[src/rtl/mov_sum_pkg.sv]
// rtl/mov_sum_pkg.sv - shared widths, FSM state and sample/sum types for the moving-window sum
package mov_sum_pkg;

  localparam int DATA_W     = 10;
  localparam int SUM_W      = 32;
  localparam int WIN_AW     = 8;
  localparam int HIST_DEPTH = 1 << WIN_AW;

  localparam logic [WIN_AW-1:0] CNT_MAX = '1;

  typedef enum logic {
    IDLE = 1'b0,
    RUN  = 1'b1
  } state_e;

  typedef logic signed [DATA_W:0]  sample_t;
  typedef logic signed [SUM_W-1:0] sum_t;

  // One extra bit of headroom so |-512| = 512 is representable.
  function automatic sample_t to_sample(input logic [DATA_W-1:0] raw, input logic use_abs);
    sample_t s;
    s = sample_t'($signed(raw));
    if (use_abs && s[DATA_W]) begin
      return -s;
    end
    return s;
  endfunction

endpackage

[src/rtl/mov_sum_hist.sv]
// rtl/mov_sum_hist.sv - sample history ring buffer, one sync write port, one async read port
module mov_sum_hist
  import mov_sum_pkg::*;
(
  input  logic              clk_i,
  input  logic              we_i,
  input  logic [WIN_AW-1:0] waddr_i,
  input  sample_t           wdata_i,
  input  logic [WIN_AW-1:0] raddr_i,
  output sample_t           rdata_o
);

  sample_t mem_q [HIST_DEPTH];

  // No reset: entries are only read once the window has been filled since start.
  always_ff @(posedge clk_i) begin
    if (we_i) begin
      mem_q[waddr_i] <= wdata_i;
    end
  end

  assign rdata_o = mem_q[raddr_i];

endmodule

[src/rtl/mov_sum_window.sv]
// rtl/mov_sum_window.sv - streaming moving-window sum over signed ADC samples
module mov_sum_window
  import mov_sum_pkg::*;
(
  input  logic                ap_clk,
  input  logic                ap_rst_n,
  input  logic                ap_start,
  output logic                ap_done,
  output logic                ap_idle,
  output logic                ap_ready,
  input  logic [WIN_AW-1:0]   window_width_V,
  input  logic                absolute_value_V,
  input  logic [DATA_W-1:0]   datain_V_dout,
  input  logic                datain_V_empty_n,
  output logic                datain_V_read,
  output logic [SUM_W-1:0]    sumout_V,
  output logic                sumout_V_ap_vld
);

  state_e            state_q;
  logic [WIN_AW-1:0] win_q;
  logic              abs_q;
  logic [WIN_AW-1:0] cnt_q;
  logic [WIN_AW-1:0] ptr_q;
  sum_t              sum_q;
  logic              vld_q;
  logic              ready_q;

  logic              rd_fire;
  sample_t           x_new;
  sample_t           x_old;
  sample_t           hist_rdata;
  logic [WIN_AW-1:0] hist_raddr;
  sum_t              sum_d;
  logic [WIN_AW-1:0] cnt_d;

  assign rd_fire    = (state_q == RUN) && datain_V_empty_n;
  assign hist_raddr = ptr_q - win_q;

  always_comb begin
    x_new = to_sample(datain_V_dout, abs_q);
    x_old = '0;
    // W=0 retires the incoming sample itself; the RAM still holds the stale entry at ptr.
    if (win_q == '0) begin
      x_old = x_new;
    end else if (cnt_q >= win_q) begin
      x_old = hist_rdata;
    end
    sum_d = sum_q + sum_t'(x_new) - sum_t'(x_old);
    cnt_d = (cnt_q == CNT_MAX) ? cnt_q : cnt_q + 1'b1;
  end

  mov_sum_hist u_hist (
    .clk_i   (ap_clk),
    .we_i    (rd_fire),
    .waddr_i (ptr_q),
    .wdata_i (x_new),
    .raddr_i (hist_raddr),
    .rdata_o (hist_rdata)
  );

  always_ff @(posedge ap_clk or negedge ap_rst_n) begin
    if (!ap_rst_n) begin
      state_q <= IDLE;
      win_q   <= '0;
      abs_q   <= 1'b0;
      cnt_q   <= '0;
      ptr_q   <= '0;
      sum_q   <= '0;
      vld_q   <= 1'b0;
      ready_q <= 1'b0;
    end else begin
      vld_q   <= 1'b0;
      ready_q <= 1'b0;
      case (state_q)
        IDLE: begin
          if (ap_start) begin
            win_q   <= window_width_V;
            abs_q   <= absolute_value_V;
            cnt_q   <= '0;
            ptr_q   <= '0;
            sum_q   <= '0;
            ready_q <= 1'b1;
            state_q <= RUN;
          end
        end
        RUN: begin
          if (rd_fire) begin
            sum_q <= sum_d;
            ptr_q <= ptr_q + 1'b1;
            cnt_q <= cnt_d;
            vld_q <= 1'b1;
          end
        end
        default: state_q <= IDLE;
      endcase
    end
  end

  assign ap_done         = 1'b0;
  assign ap_idle         = (state_q == IDLE);
  assign ap_ready        = ready_q;
  assign datain_V_read   = rd_fire;
  assign sumout_V        = sum_q;
  assign sumout_V_ap_vld = vld_q;

endmodule

[config.mk]
export PLATFORM = sky130hd
export DESIGN_NAME = mov_sum_window
export DESIGN_NICKNAME = d
export VERILOG_FILES = /design/src/rtl/mov_sum_pkg.sv /design/src/rtl/mov_sum_hist.sv /design/src/rtl/mov_sum_window.sv
export SDC_FILE = /design/constraint.sdc
export NUM_CORES = 2
export LEC_CHECK = 0
export BUFFER_PORTS_ARGS = -buffer_cell sky130_fd_sc_hd__buf_2
export CAP_MARGIN = 20
export CORE_MARGIN = 2
export CORE_UTILIZATION = 36
export CTS_CLUSTER_DIAMETER = 150
export DETAILED_ROUTE_END_ITERATION = 8
export PLACE_DENSITY = 0.59
export SYNTH_ARGS = -nofsm -noshare
export SYNTH_HDL_FRONTEND = slang
export SYNTH_SLANG_ARGS = --single-unit
[constraint.sdc]
create_clock -name ap_clk -period 10.7 [get_ports ap_clk]
set_clock_uncertainty 0.05 [all_clocks]
set_input_delay 1.07 -clock ap_clk [delete_from_list [all_inputs] [get_ports ap_clk]]
set_output_delay 1.07 -clock ap_clk [all_outputs]
set_load 0.1 [all_outputs]
==> results_dict.tcl <==
set metrics [dict create \
    mostFrequentLayoutCells "edfxtp_1 (2816), mux4_2 (868), nor2_1 (306), clkbuf_16 (306), nand2_1 (257)" \
    rows 206 \
    coreArea_mm2 0.315 \
    clkTransAtPathRegs_ns 0.07 \
    globalplace.congestion 0.833 \
    die_h_um 567 \
    min_period_ns 9.34 \
    synth_area_per_cell_um2 21.5 \
    netSwitchingFraction_pct 34.0 \
    layout.cells.non_filler 10100 \
    areaGrowthSynthToFinish_pct 15.0 \
    maxCapViolCount 0 \
    num_vias 55300 \
    setup-tns-final_ns 0 \
    final_common_cell "edfxtp_1" \
    cts-root-buf "clkbuf_16" \
    synth_top_area_share_pct 74.1 \
    routed_wl_um 285000 \
    reg2reg_to "sumout_V[31]$_DFFE_PN0P_" \
    numClockSinks 2876 \
    cts_tree "done" \
    critical_path_class "register to register" \
    cts.htree.levels 5 \
    p_leak_uw 0.0416 \
    critPathArrivalTime_ns 10.05 \
    cts-buffers-inserted 301 \
    start_util_pct 36.2 \
    worstPathMaxFanout 57 \
    drive_above_1_share_pct 29.2 \
    portBuffers 58 \
    setup_viol 0 \
    dp_cells 9496 \
    firstDrtPassIters 6 \
    postCtsHoldBufs 0 \
    finalHoldViolations 0 \
    via_per_inst 5.48 \
    ys_async_sr_fraction_pct 2.09 \
    initialDrtViolationCount 6238 \
    seq_area_mm2 0.0861 \
    nets 5813 \
    final_antenna_net_count 0 \
    vdd_drop_max_mv 0.339 \
    startpoint_type "register" \
    antenna_found_initial 6 \
    cts_resized 0 \
    die-area_mm2 0.321 \
    drc_errors 0 \
    grt_pass1_wl_um 411000 \
    p_per_area_mw_per_mm2 271 \
    dp_hpwl_um 170000 \
    p_sw_uw 12100 \
    fill_cells 27200 \
    p_clk_share_pct 28.9 \
    die_w_um 567 \
    max_freq_mhz 107 \
    status "complete, no violations" \
    seq_area_frac_synth_pct 75.4 \
    syn-num-nets 5414 \
    rsz0062_at_grt "no" \
    boundaryPins 60 \
    period_share_pct 87.3 \
    r2r_start "ptr_q[0]$_DFFE_PN0P_" \
    clockBufferDepth 4 \
    synth.area.top_cells "edfxtp_1 (74%), mux4_2 (17%), dfrtp_1 (1.3%)" \
    grt_usage_pct 17.5 \
    worst_slew_pin_slew_ns 1.30 \
    grt_max_degree 179 \
    synth-main-ff-cell "edfxtp_1" \
    wl_per_cell_um 28.2 \
    p_int_uw 23500 \
    rr_worst_depth 27 \
    hp-class "input pin to asynchronous set/reset pin" \
    relSlewSlack_pct 13.6 \
    p_seq_share_pct 36.1 \
    end_kind "register" \
    slew_viol_final 0 \
    synth_top_area_cell "edfxtp_1" \
    synth_cell_types 72 \
    multiInputGateArea_mm2 0.0267 \
    worstPathRequired_ns 11.41 \
    synth_area_mm2 0.114 \
    ys.warnings.count 0 \
    pwr-share-comb_pct 35.1 \
    rrSetupSlack_ns 1.36 \
    synth-edff-count 2816 \
    synth_cells 5305 \
    gr-total-overflow 0 \
    ys_ff_latch 2876 \
    post_cts_buffers 0 \
    clk_latency_ns 0.88 \
    dp_worst_setup_slack_ns 1.57 \
    grt_pass1_vias 55300 \
    layout_setup_ws_ns 1.36 \
]
-- through the flow --
step	total power [uW]	instance area (um2)	hold WS, ns	util, %
floorplan	21100	114000	0.426	-
global route	36800	131000	0.319	41.6
finish	35600	131000	0.305	41.6
detailed placement	25600	121000	0.472	38.4
CTS	35800	131000	0.281	41.4
global placement	25500	120000	0.451	38.2
-- how the worst max path moves through the flow --
stage | start | to | slack, ns
final | ptr_q[0]$_DFFE_PN0P_ | sumout_V[31]$_DFFE_PN0P_ | 1.36
after global routing | ptr_q[0]$_DFFE_PN0P_ | sumout_V[31]$_DFFE_PN0P_ | 0.99
after CTS | ptr_q[0]$_DFFE_PN0P_ | sumout_V[31]$_DFFE_PN0P_ | 1.49
after detailed placement | ptr_q[0]$_DFFE_PN0P_ | sumout_V[31]$_DFFE_PN0P_ | 1.57
after global placement | ptr_q[0]$_DFFE_PN0P_ | sumout_V[30]$_DFFE_PN0P_ | 1.66
after floorplan | datain_V_dout[9] | sumout_V[31]$_DFFE_PN0P_ | 1.83
-- power by group through the flow --
stage               Sequential [uW]  Clock (uW)  Combinational (uW)
finish                        12800       10300               12500
global route                  12800       10900               13100
CTS                           12800       10400               12500
detailed placement            13100           0               12500
global placement              13100           0               12500
floorplan                     13500           0                7600
-- per-layer routing --
metal  global-route usage, %  up-vias  wire length (um)
li1                        -    22900                 -
met1                    24.6    29800            120000
met2                    27.8     2162            136000
met3                    3.00      430             20700
met4                    5.13        4              8570
met5                       0        -                27
-- logic make-up (layout without fill, tap and decap cells) --
kind of cell | Yosys count | in the layout | synth area share, %
AO/OA/AOI/OAI | 266 | 266 | 1.48
XOR/XNOR | 69 | 69 | 0.536
adder cells (fa/ha/maj) | 86 | 86 | 1.02
buffers and inverters | 354 | 984 | 1.31
flip-flops | 2876 | 2876 | 75.4
multiplexers | 901 | 901 | 17.4
other | 1 | 7 | 0.00329
AND/OR/NAND/NOR | 752 | 752 | 2.79
-- cell usage after synthesis (17+ instances only) --
cell and instances:
a21o_1 31, a21oi_1 68, and3_1 21, buf_2 95
clkbuf_1 174, dfrtp_1 60, edfxtp_1 2816, ha_1 75
inv_1 61, mux2i_1 24, mux4_2 868, nand2_1 258
nand3_1 93, nor2_1 312, o21ai_0 64, o22ai_1 17
xnor2_1 23, xor2_1 45
-- layout make-up --
cell class                      instances  area share (%)
Timing Repair Buffer                  389            2.59
Clock inverter                        173            1.26
Multi-Input combinational cell       2075            20.4
Clock buffer                          361            6.00
Sequential cell                      2876            65.6
Antenna cell                            6          0.0114
Inverter                               61           0.232
Tap cell                             4160            3.97
-- worst max-delay path: stages (launching register included) --
cell	delay (ns)
dfrtp_1	0.44
inv_1	0.18
ha_1	0.24
fa_4	1.16
buf_12	0.40
mux4_2	0.41
mux2i_1	0.37
mux2i_1	0.13
mux2i_1	0.44
a2111oi_0	0.23
o41ai_1	0.42
buf_4	0.24
a22o_2	0.39
buf_4	0.52
xor2_1	0.14
ha_1	0.32
ha_1	0.37
nand4_1	0.12
or3_1	0.32
a211o_1	0.30
nand3_1	0.14
a21oi_1	0.10
o31ai_1	0.48
a21boi_1	0.24
or3_1	0.42
o31ai_1	0.08
a311oi_1	0.15
a221oi_2	0.27
-- registers in the layout, indices dropped and copies added, names as in the netlist --
register         count
win_q                8
ptr_q                8
u_hist.mem_q      2816
cnt_q                8
sumout_V_ap_vld      1
ap_ready             1
abs_q                1
sumout_V            32
state_q              1
No activity file was read; power rests on OpenSTA's default activity.
